## src/rtl/multicycle_control.sv

```systemverilog
// Multi-cycle MIPS sequencer: steps the shared ALU, unified memory and
// register file through fetch/decode/execute/memory/writeback, waiting on
// the memory ready handshake and flagging unknown opcodes.
module multicycle_control #(
  parameter int OPCODE_W = 6,
  parameter int STATE_W  = 4
) (
  input  logic                clk,
  input  logic                reset_n,
  input  logic [OPCODE_W-1:0] Opcode,
  input  logic                Zero,
  input  logic                mem_ready,
  output logic                PCEn,
  output logic                IorD,
  output logic                MemRead,
  output logic                MemWrite,
  output logic                IRWrite,
  output logic                RegDst,
  output logic                MemtoReg,
  output logic                RegWrite,
  output logic                ALUSrcA,
  output logic [1:0]          ALUSrcB,
  output logic [1:0]          ALUOp,
  output logic                SignZero,
  output logic [1:0]          PCSource,
  output logic [STATE_W-1:0]  state,
  output logic                illegal_op,
  output logic                instr_done
);

  localparam logic [STATE_W-1:0] S_FETCH     = STATE_W'(0);
  localparam logic [STATE_W-1:0] S_DECODE    = STATE_W'(1);
  localparam logic [STATE_W-1:0] S_MEM_ADDR  = STATE_W'(2);
  localparam logic [STATE_W-1:0] S_MEM_READ  = STATE_W'(3);
  localparam logic [STATE_W-1:0] S_MEM_WB    = STATE_W'(4);
  localparam logic [STATE_W-1:0] S_MEM_WRITE = STATE_W'(5);
  localparam logic [STATE_W-1:0] S_EXECUTE   = STATE_W'(6);
  localparam logic [STATE_W-1:0] S_ALU_WB    = STATE_W'(7);
  localparam logic [STATE_W-1:0] S_IMM_EXEC  = STATE_W'(8);
  localparam logic [STATE_W-1:0] S_IMM_WB    = STATE_W'(9);
  localparam logic [STATE_W-1:0] S_BRANCH    = STATE_W'(10);
  localparam logic [STATE_W-1:0] S_JUMP      = STATE_W'(11);

  localparam logic [OPCODE_W-1:0] OP_RTYPE = OPCODE_W'(6'b000000);
  localparam logic [OPCODE_W-1:0] OP_LW    = OPCODE_W'(6'b100011);
  localparam logic [OPCODE_W-1:0] OP_SW    = OPCODE_W'(6'b101011);
  localparam logic [OPCODE_W-1:0] OP_XORI  = OPCODE_W'(6'b001110);
  localparam logic [OPCODE_W-1:0] OP_BNE   = OPCODE_W'(6'b000101);
  localparam logic [OPCODE_W-1:0] OP_J     = OPCODE_W'(6'b000010);

  logic [STATE_W-1:0] r_state;
  logic [STATE_W-1:0] w_next;
  logic               w_pc_write;
  logic               w_branch;
  logic               w_ir_write;

  // State register; reset abandons any instruction in flight.
  always_ff @(posedge clk or negedge reset_n) begin
    if (!reset_n) begin
      r_state <= S_FETCH;
    end else begin
      r_state <= w_next;
    end
  end

  // Next-state and control decode from the current state (Mealy on mem_ready).
  always_comb begin
    w_next     = S_FETCH;
    w_pc_write = 1'b0;
    w_branch   = 1'b0;
    w_ir_write = 1'b0;
    IorD       = 1'b0;
    MemRead    = 1'b0;
    MemWrite   = 1'b0;
    RegDst     = 1'b0;
    MemtoReg   = 1'b0;
    RegWrite   = 1'b0;
    ALUSrcA    = 1'b0;
    ALUSrcB    = 2'b00;
    ALUOp      = 2'b00;
    SignZero   = 1'b0;
    PCSource   = 2'b00;
    illegal_op = 1'b0;
    instr_done = 1'b0;
    case (r_state)
      S_FETCH: begin
        MemRead    = 1'b1;
        ALUSrcB    = 2'b01;
        w_ir_write = mem_ready;
        w_pc_write = mem_ready;
        w_next     = mem_ready ? S_DECODE : S_FETCH;
      end
      S_DECODE: begin
        ALUSrcB = 2'b11;
        case (Opcode)
          OP_RTYPE:     w_next = S_EXECUTE;
          OP_LW, OP_SW: w_next = S_MEM_ADDR;
          OP_XORI:      w_next = S_IMM_EXEC;
          OP_BNE:       w_next = S_BRANCH;
          OP_J:         w_next = S_JUMP;
          default: begin
            illegal_op = 1'b1;
            instr_done = 1'b1;
            w_next     = S_FETCH;
          end
        endcase
      end
      S_MEM_ADDR: begin
        ALUSrcA = 1'b1;
        ALUSrcB = 2'b10;
        w_next  = (Opcode == OP_LW) ? S_MEM_READ : S_MEM_WRITE;
      end
      S_MEM_READ: begin
        MemRead = 1'b1;
        IorD    = 1'b1;
        w_next  = mem_ready ? S_MEM_WB : S_MEM_READ;
      end
      S_MEM_WB: begin
        RegWrite   = 1'b1;
        MemtoReg   = 1'b1;
        instr_done = 1'b1;
      end
      S_MEM_WRITE: begin
        MemWrite   = 1'b1;
        IorD       = 1'b1;
        instr_done = mem_ready;
        w_next     = mem_ready ? S_FETCH : S_MEM_WRITE;
      end
      S_EXECUTE: begin
        ALUSrcA = 1'b1;
        ALUOp   = 2'b10;
        w_next  = S_ALU_WB;
      end
      S_ALU_WB: begin
        RegDst     = 1'b1;
        RegWrite   = 1'b1;
        instr_done = 1'b1;
      end
      S_IMM_EXEC: begin
        ALUSrcA  = 1'b1;
        ALUSrcB  = 2'b10;
        ALUOp    = 2'b11;
        SignZero = 1'b1;
        w_next   = S_IMM_WB;
      end
      S_IMM_WB: begin
        RegWrite   = 1'b1;
        SignZero   = 1'b1;
        instr_done = 1'b1;
      end
      S_BRANCH: begin
        ALUSrcA    = 1'b1;
        ALUOp      = 2'b01;
        PCSource   = 2'b01;
        w_branch   = 1'b1;
        instr_done = 1'b1;
      end
      S_JUMP: begin
        PCSource   = 2'b10;
        w_pc_write = 1'b1;
        instr_done = 1'b1;
      end
      default: w_next = S_FETCH;
    endcase
  end

  // PC and IR loads are suppressed while reset is held, even though FETCH decode is active.
  assign PCEn    = reset_n & (w_pc_write | (w_branch & ~Zero));
  assign IRWrite = reset_n & w_ir_write;
  assign state   = r_state;

endmodule

```

## config.mk

```make
export PLATFORM = sky130hd
export DESIGN_NAME = multicycle_control
export DESIGN_NICKNAME = d
export VERILOG_FILES = /design/src/rtl/multicycle_control.sv
export SDC_FILE = /design/constraint.sdc
export NUM_CORES = 1
export LEC_CHECK = 0
export CAP_MARGIN = 20
export CORE_MARGIN = 1
export CORE_UTILIZATION = 43
export CTS_BUF_LIST = sky130_fd_sc_hd__clkbuf_8
export CTS_CLUSTER_SIZE = 14
export DETAILED_ROUTE_END_ITERATION = 7
export GPL_ROUTABILITY_DRIVEN = 0
export PLACE_DENSITY = 0.87
export SLEW_MARGIN = 5
export SYNTH_ARGS = -nofsm -noshare
export SYNTH_HDL_FRONTEND = slang
export SYNTH_SLANG_ARGS = --single-unit
```

## constraint.sdc

```tcl
create_clock -name clk -period 3.89 [get_ports clk]
set_input_delay 0.778 -clock clk [delete_from_list [all_inputs] [get_ports clk]]
set_output_delay 0.778 -clock clk [all_outputs]
set_load 0.01 [all_outputs]
```

; ---- Word-level counts from Yosys, hierarchy flattened
; Cells that the tools add are included.
[totals]
register_bits = 4
latch_bits = 0
mem_bits_rw = 0
romBits = 0
in_bits = 10
mem_count = 0
[classes]
n_addsub = 0
multipliers = 0
n_div = 0
n_lt_le_gt_ge = 0
eq_ne = 16
n_shift = 0
mux = 23
bitwise_logic = 5
n_reduce_logical = 11
[ops]
columns = op, count
row1 = 4-bit case mux with 7 select lines, 1
row2 = 4-bit case mux with 5 select lines, 1
row3 = 4-bit by 3-bit equality test with 1-bit output (second input constant), 4
row4 = 4-bit equality test (second input constant), 4
row5 = 1-bit two-way mux, 13
row6 = 6-bit equality test (second input constant), 2
row7 = 2-bit case mux with 3 select lines, 2
row8 = 2-bit OR reduction, 5
row9 = 3-bit two-way mux, 3
row10 = 4-bit by 2-bit equality test with 1-bit output (second input constant), 2
row11 = 6-bit by 2-bit equality test with 1-bit output (second input constant), 1
row12 = 6-bit by 3-bit equality test with 1-bit output (second input constant), 1
row13 = 6-bit by 4-bit equality test with 1-bit output (second input constant), 1
row14 = 6-bit zero test, 1
row15 = 6-bit OR reduction, 1
row16 = 5-bit OR reduction, 1
row17 = 4-bit by 1-bit equality test with 1-bit output (second input constant), 1
row18 = 4-bit zero test, 1
row19 = 2-bit case mux with 2 select lines, 1
row20 = 4-bit OR reduction, 1
row21 = 1-bit AND, 3
row22 = 1-bit case mux with 3 select lines, 1
row23 = 3-bit OR reduction, 1
row24 = 1-bit case mux with 2 select lines, 1
row25 = other kinds (2), 2

; ---- Depth between registers and ports, before layout
[depth]
word_depth = 5
mapped_depth = 5
mapped_depth_nobuf = 3

; ---- Worst setup path before layout
; Ideal clock, no wire load.
[synth_path]
kind = input to output
startpoint = input port Opcode[1]
endpoint = output port instr_done
t_arrival_ns = 1.693
slack_ns = 1.419
cell_stages = 3
path_buffers = 0
path_cell_list = or3b_1 -> o311ai_1 -> o211ai_1
[synth_via]
elab_chain_len = 4
elab_cells_between_ends = 9
cone_classes = eq/ne: 5 / mux: 2 / reduce/logical: 2
[synth_rtl]
columns = element, line_no
row1 = from (decl), 10  ; input logic [OPCODE_W-1:0] Opcode,
row2 = 6-bit equality test (tied with other cells), 95  ; case (Opcode)
row3 = 6-bit OR reduction (no source line) (*), --
row4 = 1-bit two-way mux (*), 95
row5 = 1-bit case mux with 3 select lines (*), 85  ; case (r_state)
row6 = to (decl), 28  ; output logic instr_done
; Mark *: on every way between the ends. The rest lies on a longest branch, timed or not.

; ---- Final worst setup path
[layout_path]
startpoint = input port Opcode[2]
endpoint = output port instr_done
; Same word-level chain as after synthesis.

==> impl_results.md <==
* Result of the run: complete, no violations
* Clock buffer depth at 2
* Initial antenna violation count at 0
* Parity-gate share of the synthesized area counting xor and xnor cells at 4.37%
* Antenna cell count at 0
* Largest net degree at the start of global routing at 24
* Register bit count reported by yosys at 4
* Critical path peak fanout at 6
* Time the final worst path needs with I/O delays and setup at 3570 ps
* Worst slew margin relative to its limit at 52.6%
* Share of cells above drive strength 1 at 4.50%
* Distinct cell type count after synthesis at 41
* Via count at 767
* Post-Syn Area per Cell at 7.16 µm²
* Number of iterations in the first detailed-routing pass at 4
* Drt total wl at 1.90 mm
* F_max at 280 MHz
* FFs w/ async S/R, synth at 100%
* Class of the most critical hold timing path: input port to asynchronous set/reset pin
* Total congestion overflow at 0
* Die W at 39.4 µm
* Total CTS buffers at 3
* Clock latency on the worst-skew pair at 210 ps
* Number of sinks driven by the clock tree at 4
* Most common cell type on the critical path: clkdlybuf4s50_1
* Cell with the biggest individual delay on the critical path: clkdlybuf4s50_1
* Proportion of synthesized area in mux cells at 0%
* Worst Path Class, Setup: input port to primary output
* Overall die area at 1550 µm²
* Hold buffers post-CTS at 0
* Clock input transition at the sequential cells of the worst setup and hold paths at 30 ps
* Synthesized-area fraction occupied by adder cells at 0%
* Summed negative setup slack over all endpoints at 0 ps
* Overall global routing resource usage at 25.9%
* Setup violations, final at 0
* Fin crit share at 91.9%
* Skew final at 3.01 ps
* CP peak stage delay at 570 ps
* Dominant register cell in the synthesized netlist: dfrtp_1
* Category of cells accounting for the largest share of critical-path delay: buffers and inverters
* Peak supply drop at 269 µV
* Required time at the endpoint of the critical path at 3110 ps
* Net count after synthesis at 94
* Unrepaired setup endpoints after global routing: no
* Final Net Count at 123
* Number of primary I/O pins at 32
* Cell Count Post-Placement at 123
* Placed Area at 903 µm²
* Leakage power at 0.355 nW
* Total power consumption of the routed design at 0.394 mW
* Max FFs per register at 4
* Startpoint class of the critical path: input port
* Max_cap viols at 0
* CP Data Arrival Time at 2800 ps
* Seq/Total Area, Yosys at 16.6%
* Root buffer cell: clkbuf_8
* Number of buffers and inverters on the critical path at 2
* Final Instance Count excl. Fillers at 126
* Crit end category: primary output
* Number of port buffers at 31
* Fillcell total at 112
* Power density over the cells at 417 nW/µm²
* Hold slack at 797 ps
* Iteration-0 DRC count of the detailed router at 16
* Clock tree from TritonCTS: done
* Core outline area at 1300 µm²
* Post-synthesis to final-layout area growth at 57.0%
* Post-synth design cell area at 602 µm²
* Htree depth at 1
* Number of enable flip-flop cells after synthesis at 0
* Cell-by-cell listing of the critical path: clkdlybuf4s50_1 > or3b_1 > o311ai_1 > o211ai_1 > clkdlybuf4s50_1
* Final count of hold timing violations at 0
* Initial core utilization at 46.2%
* Worst-Margin Slew at 711 ps
* Row cnt at 13
* Compound-Gate Fraction of Synth Area at 27.4%
* Max-slew violation count at 0
* Detailed Place HPWL at 1.33 mm
* Gate Count Post-Synth at 84
* Synthesis Warnings at 0
* First-pass GRT wire length at 2.82 mm
* Vias in the first global route at 631
* Post-CTS Setup Inserts at 0
* Vias per std cell at 6.09
* Die Y-Extent at 39.4 µm
* Antenna Violating Nets Remaining at 0
* Main combinational cell family by area after synthesis: simple AND/OR/NAND/NOR gates
* Post-cts sizing count at 0
* Fraction of the mapped netlist area in simple logic gates at 44.5%
* DRC violations left at 0
* Routed length per placed instance at 15.1 µm
* Final non-filler cell area at 945 µm²
-- placed cells by master (no fill, tap or decap), types with 2 or more instances in the layout --
| cell type | count |
|---|---|
| a21oi_1 | 3 |
| clkbuf_8 | 3 |
| clkdlybuf4s50_1 | 31 |
| dfrtp_1 | 4 |
| inv_1 | 4 |
| nand2_1 | 7 |
| nand2b_1 | 3 |
| nand4b_1 | 2 |
| nor2_1 | 7 |
| nor2b_1 | 4 |
| nor3_1 | 6 |
| nor4b_1 | 4 |
| o211ai_1 | 2 |
| o21ai_0 | 4 |
| xor2_1 | 2 |
-- cells in the mapped netlist, drive strengths merged, types with 2 or more instances --
cell type,instances,area (µm²)
nor4b,4,35.0
a21oi,3,15.0
nand4b,2,17.5
o211ai,2,15.0
xor2,2,17.5
nor2,7,26.3
nor3,6,30.0
nor2b,4,25.0
o21ai,4,20.0
nand2,7,26.3
dfrtp,4,100
clkbuf,5,18.8
buf,2,8.75
nand2b,3,18.8
inv,4,15.0
-- worst reg2reg max path, cell delays in order (launching register included) --
cell	delay [ps]
dfrtp_1	790
or4bb_1	570
a31oi_1	160
a211o_1	140
-- through the flow --
step           utilization (%)  worst slack [ps]
4_1_cts                   72.6               346
3_5_place_dp              69.4               343
2_1_floorplan                -              1420
5_1_grt                   72.6               221
3_3_place_gp              69.4               401
6_report                  72.6               316
-- area by class of cell --
class / count / area [µm²] / area share, %
Sequential cell: 4 / 100 / 10.6
Timing Repair Buffer: 31 / 310 / 32.8
Multi-Input combinational cell: 69 / 459 / 48.6
Tap cell: 15 / 18.8 / 1.99
Clock buffer: 3 / 41.3 / 4.37
Inverter: 4 / 15.0 / 1.59
-- layer usage --
layer  track usage [%]  vias up  share of wire [%]
li1                  -      374                  -
met1              37.8      358                 46
met5                 0        -                  0
met3              3.41        2                5.7
met2              38.5       33                 48
met4              7.76        0               0.16
-- power by group --
part	total, mW	internal, mW	switching [mW]	leakage [nW]
Clock	0.0858	0.0658	0.0200	0.0216
Sequential	0.0863	0.0481	0.0382	0.0540
Combinational	0.221	0.124	0.0977	0.280
Total	0.394	0.238	0.156	0.355
-- final timing paths --
path | end | from | slack, ps | cells after the start
max in group asynchronous | state[1]$_DFF_PN0_ | reset_n | 2890 | 1
min | state[3]$_DFF_PN0_ | reset_n | 800 | 1
max | instr_done | Opcode[2] | 320 | 5
min in group clk | state[0]$_DFF_PN0_ | state[0]$_DFF_PN0_ | 880 | 1
min reg2reg | state[0]$_DFF_PN0_ | state[0]$_DFF_PN0_ | 880 | 1
max reg2reg | state[2]$_DFF_PN0_ | state[2]$_DFF_PN0_ | 2170 | 3
-- kinds of logic after synthesis --
kind of cell           after synthesis
AO/OA/AOI/OAI                       22
XOR/XNOR                             3
buffers and inverters               11
flip-flops                           4
AND/OR/NAND/NOR                     44
(Power assumes the default switching activity.)
